`config.mk`:
```
export PLATFORM = sky130hd
export DESIGN_NAME = serial_subtractor
export DESIGN_NICKNAME = d
export VERILOG_FILES = /design/src/rtl/serial_subtractor.sv
export SDC_FILE = /design/constraint.sdc
export NUM_CORES = 1
export LEC_CHECK = 0
export ABC_AREA = 1
export CORE_ASPECT_RATIO = 1.25
export CORE_MARGIN = 2
export CORE_UTILIZATION = 50
export CTS_CLUSTER_SIZE = 14
export DETAILED_ROUTE_END_ITERATION = 8
export PLACE_DENSITY_LB_ADDON = 0.2
export SLEW_MARGIN = 5
export SYNTH_ARGS = -nofsm -noshare
export SYNTH_HDL_FRONTEND = slang
export SYNTH_SLANG_ARGS = --single-unit
```
`constraint.sdc`:
```
create_clock -name clk -period 1.2 [get_ports clk]
set_input_delay 0.18 -clock clk [delete_from_list [all_inputs] [get_ports clk]]
set_output_delay 0.18 -clock clk [all_outputs]
set_load 0.05 [all_outputs]
```
`src/rtl/serial_subtractor.sv`:
```
// Bit-serial two's-complement subtractor (a - b), LSB first, one full-adder slice.
// Define SUB_OVERFLOW_EN to add the signed-overflow output v.
module serial_subtractor #(
    parameter int N = 8
) (
    input  logic         clk,
    input  logic         reset_n,
    input  logic         start,
    input  logic [N-1:0] a,
    input  logic [N-1:0] b,
    output logic         busy,
    output logic         done,
    output logic [N-1:0] d,
    output logic         bout
`ifdef SUB_OVERFLOW_EN
    ,
    output logic         v
`endif
);

    localparam int CW = (N > 1) ? $clog2(N) : 1;
    localparam logic [CW-1:0] LAST = CW'(N - 1);

    typedef enum logic [1:0] {
        IDLE,
        RUN,
        DONE
    } state_t;

    state_t        state;
    state_t        state_next;
    logic [N-1:0]  sa;
    logic [N-1:0]  sb;
    logic          c;
    logic [CW-1:0] cnt;
    logic          nb;
    logic          s;
    logic          cout;

    always_ff @(posedge clk or negedge reset_n) begin
        if (!reset_n) begin
            state <= IDLE;
        end else begin
            state <= state_next;
        end
    end

    always_comb begin
        state_next = state;
        unique case (state)
            IDLE: if (start) state_next = RUN;
            RUN:  if (cnt == LAST) state_next = DONE;
            DONE: state_next = IDLE;
            default: state_next = IDLE;
        endcase
    end

    // Subtraction as a + ~b + 1: the +1 enters as the initial carry.
    always_comb begin
        nb   = ~sb[0];
        s    = sa[0] ^ nb ^ c;
        cout = (sa[0] & nb) | (sa[0] & c) | (nb & c);
    end

    always_ff @(posedge clk or negedge reset_n) begin
        if (!reset_n) begin
            sa   <= '0;
            sb   <= '0;
            d    <= '0;
            c    <= 1'b0;
            cnt  <= '0;
            bout <= 1'b0;
        end else begin
            unique case (state)
                IDLE: begin
                    if (start) begin
                        sa  <= a;
                        sb  <= b;
                        cnt <= '0;
                        c   <= 1'b1;
                    end
                end
                RUN: begin
                    d   <= {s, d[N-1:1]};
                    sa  <= sa >> 1;
                    sb  <= sb >> 1;
                    c   <= cout;
                    cnt <= cnt + CW'(1);
                    if (cnt == LAST) begin
                        bout <= ~cout;
                    end
                end
                default: ;
            endcase
        end
    end

`ifdef SUB_OVERFLOW_EN
    // Overflow is carry into the MSB xor carry out of it, seen on the last slice.
    always_ff @(posedge clk or negedge reset_n) begin
        if (!reset_n) begin
            v <= 1'b0;
        end else if (state == RUN && cnt == LAST) begin
            v <= c ^ cout;
        end
    end
`endif

    assign busy = (state == RUN);
    assign done = (state == DONE);

endmodule

```
==> metrics.md, run 1 <==
| Metric | Value |
|---|---|
| Setup TNS | `-1.06 ns` |
| Die ar. | `3500 um2` |
| Lkg Pwr | `1.17 nW` |
| Fill cells | `202` |
| Syn Inst Count | `193` |
| # clock sinks | `31` |
| Critical Path Most Common Cell | `buf_12` |
| Clk Latency, worst-skew pair | `0.34 ns` |
| Vert. Die Dim | `65.6 um` |
| Drt first-iter violations | `49` |
| Gpl congestion | `0.758` |
| DRT Pass-1 Iters | `4` |
| Total track usage | `0.249` |
| Critical path arrival | `1.21 ns` |
| Cts bufs inserted | `5` |
| CP Cell Sequence | `buf_12 -> nor2_4 -> buf_12` |
| Final cell count without fillers | `276` |
| Netlist cell types | `16` |
| Flops & latches, synth | `31` |
| Final routed DRC violation total | `0` |
| Post-synthesis simple-gate area fraction | `0.278` |
| Power Total | `0.00640 W` |
| Cts hold-fix bufs | `0` |
| Cell taking the most area after synthesis | `dfrtp_1` |
| RSZ-0062 raised after global routing | `true` |
| Vias per inst | `5.14` |
| PD cells | `2840 nW/um2` |
| Max stage delay cell, worst path | `dfrtp_2` |
| Total number of vias | `1418` |
| Status | `finished with violations` |
| Post-synth top area share | `0.511` |
| Main combinational cell family by area after synthesis | `simple AND/OR/NAND/NOR gates` |
| Clock tree buffer depth | `2` |
| First-pass GRT wire length | `6150 um` |
| Fin. Hold Viols | `0` |
| Vias in the first global route | `1330` |
| Max IR drop VDD | `1.86 mV` |
| Clock Skew | `0.00902 ns` |
| CP peak stage delay | `0.46 ns` |
| Synth area leaders | `dfrtp_1 (51%), nand2_1 (15%), nand3_1 (9.6%)` |
| Initial Util | `0.521` |
| Detailed placement HPWL | `2310 um` |
| Post-DR wirelength/cell | `14.2 um` |
| Core Region | `2920 um2` |
| Clock transition at path regs | `0.10 ns` |
| Final Max Slew Viols | `0` |
| Adder-Cell Fraction of Synth Area | `0.0297` |
| Worst r2r path cells | `7` |
| Synth Area in Compound Gates | `0.0535` |
| Synth Cell Area | `1520 um2` |
| Net Count, Synth | `215` |
| Antenna diodes | `0` |
| Post-synthesis mux area share | `0` |
| Post-synthesis xor/xnor area fraction | `0` |
| Worst R2R Start | `state[1]` |
| WHS | `0.208 ns` |
| Row cnt | `22` |
| Largest net degree at the start of global routing | `32` |
| Relative slew slack | `0.808` |
| Routed Antenna Nets | `0` |
| Final #Nets | `262` |
| R2R Path End | `bout` |
| Die width | `53.3 um` |
| Avg Inst Size Synth | `7.87 um2` |
| Worst-margin pin slew | `0.286 ns` |
| Crit path launch type | `flip-flop` |
| Antenna violations before repair | `0` |
| Htree depth | `2` |
| Port Buffer Count | `29` |
| Final worst slack | `-0.190 ns` |
| Violated checks | `setup timing` |
| Register area share after synthesis | `0.511` |
| Layout area overhead | `48.1%` |
| Post-route minimum period | `1.39 ns` |
| Synthesis warning total | `0` |
| Layout cells sized above 1 | `0.208` |
| GRT Residual Overflow | `0` |
| CTS tree | `built` |
| Most frequent cells in the layout | `nand2_1 (60), inv_1 (35), dfrtp_1 (30)` |
| Drt total wl | `3930 um` |
| F_max | `720 MHz` |
| Commonest non-fill, non-tap cell in the layout | `nand2_1` |
| Fin crit share | `1.16` |
| Ports | `30` |
| Max Cap Viol | `0` |
| Worst Setup Path Type | `flip-flop to output pin` |
| CTS root buffer | `clkbuf_4` |
| Crit. End Element | `output pin` |
| CP max FO | `5` |
| Worst slack, placed | `-0.188 ns` |
| Reg2reg setup slack | `-0.07 ns` |
| # setup viols final | `24` |
| WP data required | `1.02 ns` |
| Post-Place Cells | `257` |
| Hold Path Class | `input port to async pin` |
## critical path, delay by kind of cell, from the launching register on
family | cells | cell delay, ns
DFF | 1 | 0.46
buffers and inverters | 2 | 0.29
and+or+nand+nor | 1 | 0.12
## synth_stat cells
| cell | count |
|---|---|
| a21oi_1 | 1 |
| buf_2 | 3 |
| buf_4 | 4 |
| buf_6 | 1 |
| dfrtp_1 | 31 |
| fa_1 | 1 |
| ha_1 | 2 |
| inv_1 | 36 |
| inv_2 | 1 |
| nand2_1 | 62 |
| nand2_2 | 1 |
| nand2_4 | 1 |
| nand3_1 | 29 |
| nor2_1 | 7 |
| o21ai_0 | 12 |
| o21ai_4 | 1 |
## area by class of cell
| class | count | area, um2 | share of cell area |
|---|---|---|---|
| clock inverters | 1 | 5.00 | 0.00222 |
| inverters | 37 | 139 | 0.0617 |
| flip-flops and latches | 31 | 777 | 0.345 |
| multi-input cells | 118 | 616 | 0.274 |
| repair buffers | 47 | 617 | 0.274 |
| clock buffers | 6 | 51.3 | 0.0228 |
| well taps | 36 | 45.0 | 0.0200 |
## cell families after synthesis
| family | Yosys count |
|---|---|
| fa+ha+maj | 3 |
| flops | 31 |
| simple gates | 100 |
| buf+inv | 45 |
| compound gates | 14 |
## through the flow
step,utilization,instance area [um2]
floorplan,-,1530
global placement,0.683,1990
detailed placement,0.683,1990
CTS,0.742,2160
global route,0.771,2250
finish,0.771,2250
## how the worst max path moves through the flow
stage | startpoint | to | slack, ns | cells past startpoint
floorplan | state[0] | done | 0.05 | 3
global placement | start | sa[6] | -0.13 | 5
detailed placement | start | sb[4] | -0.19 | 5
CTS | state[1] | done | -0.19 | 4
global route | state[0] | done | -0.24 | 3
finish | state[0] | done | -0.19 | 3
## registers in the layout, summed over array words and instances (netlist names)
| register | flops |
|---|---|
| d | 8 |
| sa | 8 |
| sb | 8 |
| cnt | 3 |
| state | 2 |
| bout | 1 |
| c | 1 |
## report_power, final
| group | switching (W) | internal (W) |
|---|---|---|
| registers | 0.000397 | 0.00154 |
| logic | 0.00205 | 0.00178 |
| clock network | 0.000355 | 0.000271 |
| total | 0.00280 | 0.00360 |
## repair_timing
action                                 in CTS  in global routing
buffers inserted                            5                  6
pin swaps                                   3                  3
gates cloned                                1                  1
resized for setup                          14                  8
endpoints found under the hold margin       0                  0
setup endpoints to repair                   7                 25
## metal layers
metal / wire length, um / share of wire / GRT usage / up-vias
li1: - / - / - / 681
met1: 1450 / 0.37 / 0.283 / 671
met2: 2190 / 0.56 / 0.426 / 53
met3: 184 / 0.047 / 0.0659 / 13
met4: 108 / 0.028 / 0.112 / 0
met5: 0 / 0 / 0 / -
Power figures use the tool's default switching activity.
==> run 2, diff against run 1 <==
--- a/config.mk
+++ b/config.mk
@@ -11,6 +11,7 @@
 export CORE_UTILIZATION = 50
 export CTS_CLUSTER_SIZE = 14
 export DETAILED_ROUTE_END_ITERATION = 8
+export GPL_TIMING_DRIVEN = 0
 export PLACE_DENSITY_LB_ADDON = 0.2
 export SLEW_MARGIN = 5
 export SYNTH_ARGS = -nofsm -noshare
==> metrics.md, run 2 (synthesis gave the netlist of run 1 again) <==
| Metric | Value |
|---|---|
| Post-DR wirelength/cell | `15.8 um` |
| Vert. Die Dim | `65.6 um` |
| Layout cells sized above 1 | `0.357` |
| Hold Path Depth | `3` |
| Max Cap Viol | `0` |
| Post-route minimum period | `1.40 ns` |
| Worst-margin pin slew | `0.700 ns` |
| Crit path launch type | `flip-flop` |
| Power Total | `0.00664 W` |
| Reg2reg setup slack | `-0.06 ns` |
| Post-DP Area | `1860 um2` |
| Vias per inst | `5.33` |
| Fin. Hold Viols | `0` |
| Combinational Power Share | `0.631` |
| CTS tree | `built` |
| Final Cell Area | `2360 um2` |
| GRT Residual Overflow | `0` |
| Initial Util | `0.521` |
| PD cells | `2820 nW/um2` |
| Hold Path Class | `input port to flip-flop` |
| Routed Antenna Nets | `0` |
| Crit. End Element | `output pin` |
| Setup TNS | `-0.761 ns` |
| Violated checks | `setup timing` |
| Port Buffer Count | `29` |
| # setup viols final | `17` |
| Antenna violations before repair | `0` |
| Drt first-iter violations | `76` |
| Worst r2r path cells | `7` |
| Htree depth | `2` |
| Die width | `53.3 um` |
| Sw Share | `0.464` |
| DRT Pass-1 Iters | `4` |
| Core Region | `2920 um2` |
| Final worst slack | `-0.199 ns` |
| Commonest non-fill, non-tap cell in the layout | `nand2_1` |
| Die ar. | `3500 um2` |
| Final Max Slew Viols | `0` |
| Clock tree buffer depth | `2` |
| Total number of vias | `1552` |
| Final Util | `0.808` |
| Clock transition at path regs | `0.10 ns` |
| WP data required | `1.02 ns` |
| Fill cells | `179` |
| Ports | `30` |
| # clock sinks | `31` |
| Largest net degree at the start of global routing | `32` |
| F_max | `715 MHz` |
| Final routed DRC violation total | `0` |
| Relative slew slack | `0.533` |
| Row cnt | `22` |
| CTS root buffer | `clkbuf_4` |
| Gpl congestion | `0.754` |
| Largest registers | `d: 8 flops, sa: 8 flops, sb: 8 flops` |
| Critical path arrival | `1.22 ns` |
| Clock Skew | `0.0150 ns` |
| Layout area overhead | `55.3%` |
| WHS | `0.385 ns` |
| Cts bufs inserted | `5` |
| Final #Nets | `276` |
| Max IR drop VDD | `1.81 mV` |
| Clk Latency, worst-skew pair | `0.34 ns` |
| Status | `finished with violations` |
| Worst Setup Path Type | `flip-flop to output pin` |
| Seq pwr share | `0.280` |
| Drt total wl | `4590 um` |
| First-pass GRT wire length | `6240 um` |
| Fin crit share | `1.17` |
| Antenna diodes | `0` |
| Vias in the first global route | `1424` |
| Most frequent cells in the layout | `nand2_1 (52), inv_1 (35), dfrtp_1 (30)` |
| Clk pwr share | `0.089` |
| Lkg Pwr | `1.26 nW` |
| CP max FO | `3` |
| Total track usage | `0.250` |
| Sw power | `0.00308 W` |
| RSZ-0062 raised after global routing | `true` |
| Detailed placement HPWL | `2180 um` |
| Internal power | `0.00356 W` |
-- run 2: through the flow --
step | instances | setup slack (ns)
3_3_place_gp | 258 | -0.752
4_1_cts | 281 | -0.197
5_1_grt | 291 | -0.230
6_report | 291 | -0.199
2_1_floorplan | 193 | 0.0465
3_5_place_dp | 258 | -0.779
-- run 2: area by class of cell --
class / instances / area, um2 / share of cell area
plain buffers: 7 / 97.6 / 0.0414
clock buffers: 5 / 37.5 / 0.0159
clock inverters: 3 / 15.0 / 0.00637
inverters: 37 / 146 / 0.0621
multi-input cells: 117 / 724 / 0.307
flip-flops and latches: 31 / 777 / 0.329
well taps: 36 / 45.0 / 0.0191
repair buffers: 55 / 515 / 0.219
-- run 2: metal layers --
layer  part of all wire  track usage  vias to the layer above  wire [um]
li1                   -            -                      707          -
met1               0.37        0.289                      757       1710
met2               0.53        0.415                       66       2420
met3              0.059       0.0682                       22        269
met4              0.042        0.122                        0        193
met5                  0            0                        -          0
-- run 2: timing repair --
item / CTS / global route
endpoints found under the hold margin: 31 / 0
setup endpoints to repair: 31 / 32
hold buffers: 1 / 0
gates resized for setup: 85 / 50
buffers inserted: 13 / 9
pin swaps: 3 / 12
cloned: 1 / 2
-- run 2: critical path, cell delays in order (launching register included) --
cell and delay, ns:
dfrtp_2 0.44, buf_4 0.16, nor2_4 0.12, buf_8 0.16
-- run 2: power groups by stage --
stage	clock [W]	sequential (W)	combinational, W
final	0.000592	0.00186	0.00419
after global routing	0.000641	0.00188	0.00456
after detailed placement	0	0.00183	0.00274
after global placement	0	0.00180	0.00265
after CTS	0.000595	0.00182	0.00329
after floorplan	0	0.00223	0.00155
-- run 2: path summary, 6_finish.rpt --
check	startpoint	endpoint
setup / recovery	state[1]	busy
hold / removal	a[7]	sa[7]
setup reg to reg	state[0]	sa[4]
hold reg to reg	bout	bout
max in group asynchronous	reset_n	state[1]
min in group asynchronous	reset_n	sa[1]
